<file path="config.mk">
export PLATFORM = sky130hd
export DESIGN_NAME = top_stream_decoder
export DESIGN_NICKNAME = d
export VERILOG_FILES = /design/src/rtl/top_codec_pkg.sv /design/src/rtl/top_pipe_slice.sv /design/src/rtl/top_stream_decoder.sv
export SDC_FILE = /design/constraint.sdc
export NUM_CORES = 1
export LEC_CHECK = 0
export CAP_MARGIN = 20
export CORE_UTILIZATION = 53
export DETAILED_ROUTE_END_ITERATION = 6
export PLACE_DENSITY = 0.85
export RECOVER_POWER = 100
export SLEW_MARGIN = 40
export SYNTH_ARGS = -nofsm -noshare
export SYNTH_HDL_FRONTEND = slang
export SYNTH_SLANG_ARGS = --single-unit
</file>
<file path="constraint.sdc">
create_clock -name clk -period 4.1 [get_ports clk]
set_input_delay 1.23 -clock clk [delete_from_list [all_inputs] [get_ports clk]]
set_output_delay 1.23 -clock clk [all_outputs]
set_load 0.01 [all_outputs]
</file>
<file path="src/rtl/top_codec_pkg.sv">
// Shared constants, state type and encode/decode helpers for the top codec
// (used by both the encoder and decoder sides).
package top_codec_pkg;

  localparam int unsigned DATA_W = 20;
  localparam int unsigned SYM_W  = 3;
  localparam logic [SYM_W-1:0] XOR_KEY = SYM_W'(6);

  typedef enum logic [0:0] {RUN, FAULT} state_e;

  function automatic logic [DATA_W-1:0] enc_word(input logic [SYM_W-1:0] sym);
    logic [DATA_W-1:0] x;
    x = DATA_W'(sym ^ XOR_KEY);
    return x - DATA_W'(1);
  endfunction

  // Returns {legal, symbol}; symbol is forced to 0 for illegal words.
  function automatic logic [SYM_W:0] dec_word(input logic [DATA_W-1:0] word);
    logic [DATA_W-1:0] s;
    logic              legal;
    logic [SYM_W-1:0]  sym;
    s     = word + DATA_W'(1);
    legal = (s[DATA_W-1:SYM_W] == '0);
    sym   = legal ? (s[SYM_W-1:0] ^ XOR_KEY) : SYM_W'(0);
    return {legal, sym};
  endfunction

endpackage

</file>
<file path="src/rtl/top_pipe_slice.sv">
// One valid/ready register stage: loads when empty or when its contents leave
// the same cycle, holds data stable while stalled.
module top_pipe_slice #(
  parameter int unsigned W = 1
) (
  input  logic         clk,
  input  logic         rst,
  input  logic         in_valid,
  output logic         in_ready,
  input  logic [W-1:0] in_data,
  output logic         out_valid,
  input  logic         out_ready,
  output logic [W-1:0] out_data
);

  logic         valid_q, valid_d;
  logic [W-1:0] data_q, data_d;
  logic         load;

  assign in_ready = !valid_q || out_ready;
  assign load     = in_valid && in_ready;

  always_comb begin
    valid_d = valid_q;
    data_d  = data_q;
    if (load) begin
      valid_d = 1'b1;
      data_d  = in_data;
    end else if (out_ready) begin
      valid_d = 1'b0;
    end
  end

  always_ff @(posedge clk or posedge rst) begin
    if (rst) begin
      valid_q <= 1'b0;
      data_q  <= '0;
    end else begin
      valid_q <= valid_d;
      data_q  <= data_d;
    end
  end

  assign out_valid = valid_q;
  assign out_data  = data_q;

endmodule

</file>
<file path="src/rtl/top_stream_decoder.sv">
// Stream decoder: two-stage valid/ready pipeline recovering symbols from encoded
// words, with saturating statistics and a lockout after a burst of illegal words.
module top_stream_decoder
  import top_codec_pkg::*;
#(
  parameter int unsigned CNT_W     = 16,
  parameter int unsigned ERR_LIMIT = 4
) (
  input  logic              clk,
  input  logic              rst,
  input  logic              in_valid,
  output logic              in_ready,
  input  logic [DATA_W-1:0] input_data,
  output logic              out_valid,
  input  logic              out_ready,
  output logic [SYM_W-1:0]  output_data,
  output logic              out_err,
  input  logic              clear_counts,
  output logic              fault,
  output logic [CNT_W-1:0]  good_count,
  output logic [CNT_W-1:0]  err_count
);

  localparam int unsigned S_W      = SYM_W + 1;
  localparam int unsigned CONSEC_W = $clog2(ERR_LIMIT + 1);
  localparam logic [CNT_W-1:0]    CNT_MAX    = '1;
  localparam logic [CONSEC_W-1:0] CONSEC_MAX = CONSEC_W'(ERR_LIMIT);

  state_e              state_q, state_d;
  logic                run_en;
  logic [S_W-1:0]      dec, s1_in_data, s1_data, s2_data;
  logic                s1_in_valid, s1_ready, s1_valid, s2_ready;
  logic                out_hs;
  logic [CNT_W-1:0]    good_q, good_d, err_q, err_d;
  logic [CONSEC_W-1:0] consec_q, consec_d;

  // Stages carry {err, symbol}.
  assign dec         = dec_word(input_data);
  assign s1_in_data  = {~dec[SYM_W], dec[SYM_W-1:0]};
  assign s1_in_valid = in_valid && run_en;
  assign in_ready    = s1_ready && run_en;

  top_pipe_slice #(.W(S_W)) u_s1 (
    .clk       (clk),
    .rst       (rst),
    .in_valid  (s1_in_valid),
    .in_ready  (s1_ready),
    .in_data   (s1_in_data),
    .out_valid (s1_valid),
    .out_ready (s2_ready),
    .out_data  (s1_data)
  );

  top_pipe_slice #(.W(S_W)) u_s2 (
    .clk       (clk),
    .rst       (rst),
    .in_valid  (s1_valid),
    .in_ready  (s2_ready),
    .in_data   (s1_data),
    .out_valid (out_valid),
    .out_ready (out_ready),
    .out_data  (s2_data)
  );

  assign {out_err, output_data} = s2_data;
  assign out_hs = out_valid && out_ready;

  // Clear wins over any increment in the same cycle.
  always_comb begin
    good_d   = good_q;
    err_d    = err_q;
    consec_d = consec_q;
    if (clear_counts) begin
      good_d   = '0;
      err_d    = '0;
      consec_d = '0;
    end else if (out_hs) begin
      if (out_err) begin
        if (err_q != CNT_MAX) err_d = err_q + CNT_W'(1);
        if (consec_q != CONSEC_MAX) consec_d = consec_q + CONSEC_W'(1);
      end else begin
        if (good_q != CNT_MAX) good_d = good_q + CNT_W'(1);
        consec_d = '0;
      end
    end
  end

  always_ff @(posedge clk or posedge rst) begin
    if (rst) begin
      good_q   <= '0;
      err_q    <= '0;
      consec_q <= '0;
    end else begin
      good_q   <= good_d;
      err_q    <= err_d;
      consec_q <= consec_d;
    end
  end

  assign good_count = good_q;
  assign err_count  = err_q;

  always_ff @(posedge clk or posedge rst) begin
    if (rst) state_q <= RUN;
    else     state_q <= state_d;
  end

  always_comb begin
    state_d = state_q;
    unique case (state_q)
      RUN:   if (consec_d == CONSEC_MAX) state_d = FAULT;
      FAULT: if (clear_counts) state_d = RUN;
    endcase
  end

  always_comb begin
    run_en = (state_q == RUN);
    fault  = (state_q == FAULT);
  end

endmodule

</file>
# After elaboration in Yosys (flattened, before gate mapping)
# Index checks and enable logic that the tools add are counted.
[op_classes]
reduce_logical = 18
mux = 20
n_eq_ne = 5
add_sub_neg = 4
bitwise = 3
[ops]
columns = ["cell", "count"]
rows = [
  ["16-bit two-way mux", 8],
  ["16-bit by 1-bit adder with 16-bit output, second input constant", 2],
  ["16-bit != test, second input constant", 2],
  ["20-bit by 1-bit adder with 20-bit output, second input constant", 1],
  ["17-bit logical NOT", 1],
  ["3-bit two-way mux", 5],
  ["2-bit nonzero test", 6],
  ["1-bit two-way mux", 6],
  ["3-bit AND reduction", 2],
  ["1-bit logical AND", 5],
  ["3-bit by 1-bit adder with 3-bit output, second input constant", 1],
  ["3-bit equality test, second input constant", 1],
  ["3-bit != test, second input constant", 1],
  ["1-bit logical NOT", 2],
  ["1-bit logical OR", 2],
  ["2-bit != test, second input constant", 1],
  ["1-bit NOT", 2],
  ["2-bit NOT", 1],
  ["1-bit case mux with 2 select lines", 1],
]
[totals]
inputBits = 25
regBits = 46

# Logic depth before layout (Yosys ltp)
[depth]
depth_word = 8
mapped_depth = 7

# By module
# Synthesis repeated with hierarchy kept, for this count alone.
[hier_totals]
hier_cells = 293
area_unflattened_um2 = 2829.0
[modules_own_cells]
columns = ["mod", "cells_each", "area_each_um2", "seq_area_each_um2", "n_inst"]
rows = [
  ["top_stream_decoder", 267, 2386.0, 900.9, 1],
  ["top_pipe_slice", 13, 221.5, 125.1, 2],
]

# Worst setup path before layout
# OpenSTA, ideal clock, no wires.
[synth_timing]
path_type = "input -> output"
start = "in out_ready"
end = "out in_ready"
required_time_ns = 2.870
path_stages = 2
arrival_ns = 1.609
slack_ns = 1.261
n_path_buf = 0
path_cell_list = "and3b_1 > nor2_1"
[synth_between]
elab_chain_len = 3
[synth_lines]
columns = ["element", "line_no", "rtl"]
rows = [
  ["start, declared", "top_stream_decoder.sv:15", "input logic out_ready,"],
  ["1-bit logical OR (2 in a row)", "top_pipe_slice.sv:20", "assign in_ready = !valid_q || out_ready;"],
  ["1-bit logical AND", "top_stream_decoder.sv:41", "assign in_ready = s1_ready && run_en;"],
  ["end, declared", "top_stream_decoder.sv:12", "output logic in_ready,"],
]
# Every way passes these cells.

# Worst setup path in the final report
# Ends and elaborated chain as after synthesis.

==> results_dict.tcl <==
set metrics [dict create \
    status "complete, no violations" \
    synth_cell_types 49 \
    ys.flop_type "dfrtp_1" \
    antenna_found_initial 0 \
    die_h_um 72.1 \
    drt_drc_violations_left 0 \
    dr.pass1.iters 4 \
    synthCells 275 \
    synth.ff_latch_count 46 \
    max_slew_margin_pct 17.0 \
    grt_max_degree 28 \
    h-tree-depth 2 \
    overflow 0 \
    grt_pass1_wl_um 9740 \
    synthArstFlopShare_pct 100 \
    seq_area_um2 1150 \
    nets 372 \
    rsz0062_at_grt "no" \
    cts_tree "done" \
    fin_ws_ns 0.173 \
    multi_input_area_um2 1370 \
    drive_above_1_share_pct 7.58 \
    place_ws_ns 0.241 \
    intPower_uw 652 \
    cts_buffers 5 \
    yosysWarnings 0 \
    hold_buffers 0 \
    port_buffers 63 \
    drt_iter0_drc 148 \
    cellPowerDensity_nw_per_um2 258 \
    vias 2297 \
    worst_clock_skew_ns 0.0115 \
    n_antenna_cell 0 \
    crit_fanout 3 \
    ctsRootBufferMaster "clkbuf_8" \
    ir_drop_mv 0.178 \
    fillers 349 \
    tightestPinTransition_ns 1.24 \
    cts_resized 0 \
    yosysSeqAreaShare_pct 44.2 \
    tns_ns 0 \
    die_area_um2 5190 \
    min_path_type "flop to flop" \
    fin_crit_sh_pct 95.8 \
    wl_per_cell_um 14.0 \
    grt_use_total_pct 24.1 \
    required_ns 2.87 \
    fp-row-count 25 \
    cts.sinks 46 \
    wl_um 5750 \
    dp_hpwl_um 4340 \
    power.leakage_uw 0.00149 \
    worstPathArrival_ns 2.70 \
    die_w_um 72.1 \
    max_cap_viol_count 0 \
    timing.fmax_ghz 0.255 \
    fp.coreArea_um2 4720 \
    synth_nets 305 \
    crit_path_end_kind "primary output" \
    period_minus_slack_ns 3.93 \
    grt_pass1_vias 2196 \
    switching_share_pct 25.6 \
    start_util_pct 55.1 \
    via_per_inst 5.60 \
    finalSetupViolCount 0 \
    p_seq_share_pct 53.8 \
    gp_congestion 0.833 \
    final_util_pct 71.7 \
    clk_path_buf_depth 2 \
    synth_edf_count 0 \
    path_class "input port to primary output" \
    insertion_delay_ns 0.30 \
    syn-mean-instance-area_um2 9.46 \
    syn2layout_area_growth_pct 30.2 \
    finalHoldViolCount 0 \
    postCtsSetupBuffers 0 \
    pwr-share-comb_pct 13.3 \
    path_clk_slew_ns 0.07 \
    syn-cell-area_um2 2600 \
    drv_slew 0 \
    ant_nets 0 \
    clockPowerShare_pct 32.9 \
    cp-start-kind "input port" \
    p_sw_uw 224 \
    ios 64 \
]
==> cells in the final DEF, fill, tap and decap left out, types with 2 or more instances in the layout <==
master            n
a2111oi_0         2
a21oi_1           6
a31oi_1           4
and3_1            4
and4_1            3
clkbuf_1          2
clkbuf_8          6
clkdlybuf4s50_1  23
dfrtp_1          46
dlygate4sd3_1    40
ha_1              5
inv_1             9
mux2_2            4
mux2i_1           4
nand2_1          24
nand2b_1          4
nand3_1          16
nand4_1          12
nor2_1           41
nor3_1            9
o21a_1            2
o21ai_0           6
o21ai_1           3
o31ai_1           2
or2_2             2
or3_1             3
or4_4             2
xnor2_1          16
xor2_1           19
==> worst max-delay path, stage by stage <==
cell             delay (ns)
dlygate4sd3_1          0.56
and3b_1                0.21
nor2_1                 0.14
clkdlybuf4s50_1        0.56
==> Yosys cell counts, drive strengths merged (2+ instances only) <==
| cell type | instances | area (µm²) |
|---|---|---|
| a2111oi | 2 | 18.8 |
| a21oi | 7 | 38.8 |
| a31oi | 4 | 25.0 |
| and3 | 4 | 25.0 |
| and4 | 3 | 26.3 |
| buf | 2 | 18.8 |
| clkbuf | 4 | 15.0 |
| dfrtp | 46 | 1150 |
| ha | 5 | 62.6 |
| inv | 10 | 37.5 |
| mux2 | 4 | 45.0 |
| mux2i | 4 | 40.0 |
| nand2 | 24 | 90.1 |
| nand2b | 4 | 25.0 |
| nand3 | 17 | 90.1 |
| nand4 | 13 | 96.3 |
| nor2 | 41 | 154 |
| nor3 | 9 | 45.0 |
| nor4 | 2 | 18.8 |
| o21a | 2 | 15.0 |
| o21ai | 9 | 45.0 |
| o31ai | 2 | 15.0 |
| or2 | 2 | 12.5 |
| or3 | 4 | 30.0 |
| or4 | 3 | 30.0 |
| xnor2 | 16 | 140 |
| xor2 | 19 | 166 |
==> flip-flops by register name, summed over array words and instances, names as in the netlist <==
register and flops:
err_count 16, u_s1.out_valid 1, consec_q 3, u_s2.out_valid 1
u_s2.out_data 4, fault 1, u_s1.out_data 4, good_count 16
==> through the flow <==
step	instances	power, µW	cell area, µm²	hold WS (ns)
global placement	402	595	3310	0.463
floorplan	275	540	2600	0.449
finish	410	875	3390	0.491
CTS	410	886	3400	0.498
detailed placement	402	600	3310	0.481
global route	410	917	3390	0.521
==> final cells by class <==
type | instances | share of cell area [%]
repair buffers | 66 | 19.1
clock inverters | 2 | 0.369
well taps | 67 | 2.47
clock buffers | 6 | 2.44
multi-input cells | 213 | 40.5
inverters | 10 | 1.14
flip-flops and latches | 46 | 34.0
==> metal layers <==
layer / track usage, % / up-vias / wire length, µm
met2: 41.7 / 68 / 2920
li1: - / 1116 / -
met4: 8.50 / 0 / 116
met3: 4.86 / 11 / 246
met1: 29.9 / 1102 / 2460
met5: 0 / - / 0
==> cell families after synthesis <==
group	after synthesis	synth area share [%]
adder cells (fa/ha/maj)	5	2.40
AND/OR/NAND/NOR	132	27.0
AO/OA/AOI/OAI	33	8.56
XOR/XNOR	35	11.8
multiplexers	8	3.27
buffers and inverters	16	2.74
flip-flops	46	44.2
==> power by group through the flow <==
stage	Sequential [µW]	Clock, µW	Combinational (µW)
2_1_floorplan	480	0	60.6
3_5_place_dp	480	0	119
3_3_place_gp	479	0	116
5_1_grt	472	315	129
4_1_cts	471	294	121
6_report	471	288	117
==> path summary, 6_finish.rpt <==
check	slack, ns	to	cells past startpoint	from
setup / recovery	0.17	in_ready	4	out_ready
hold / removal	0.49	u_s1.out_data[0]$_DFFE_PP0P_	2	u_s1.out_data[0]$_DFFE_PP0P_
setup reg to reg	1.71	u_s1.out_data[0]$_DFFE_PP0P_	6	u_s2.out_valid$_DFFE_PP0P_
hold reg to reg	0.49	u_s1.out_data[0]$_DFFE_PP0P_	2	u_s1.out_data[0]$_DFFE_PP0P_
max in group asynchronous	0.98	u_s2.out_data[0]$_DFFE_PP0P_	3	rst
min in group asynchronous	1.63	err_count[12]$_DFFE_PP0P_	2	rst
Note: power is estimated with default switching activity, not from simulation.
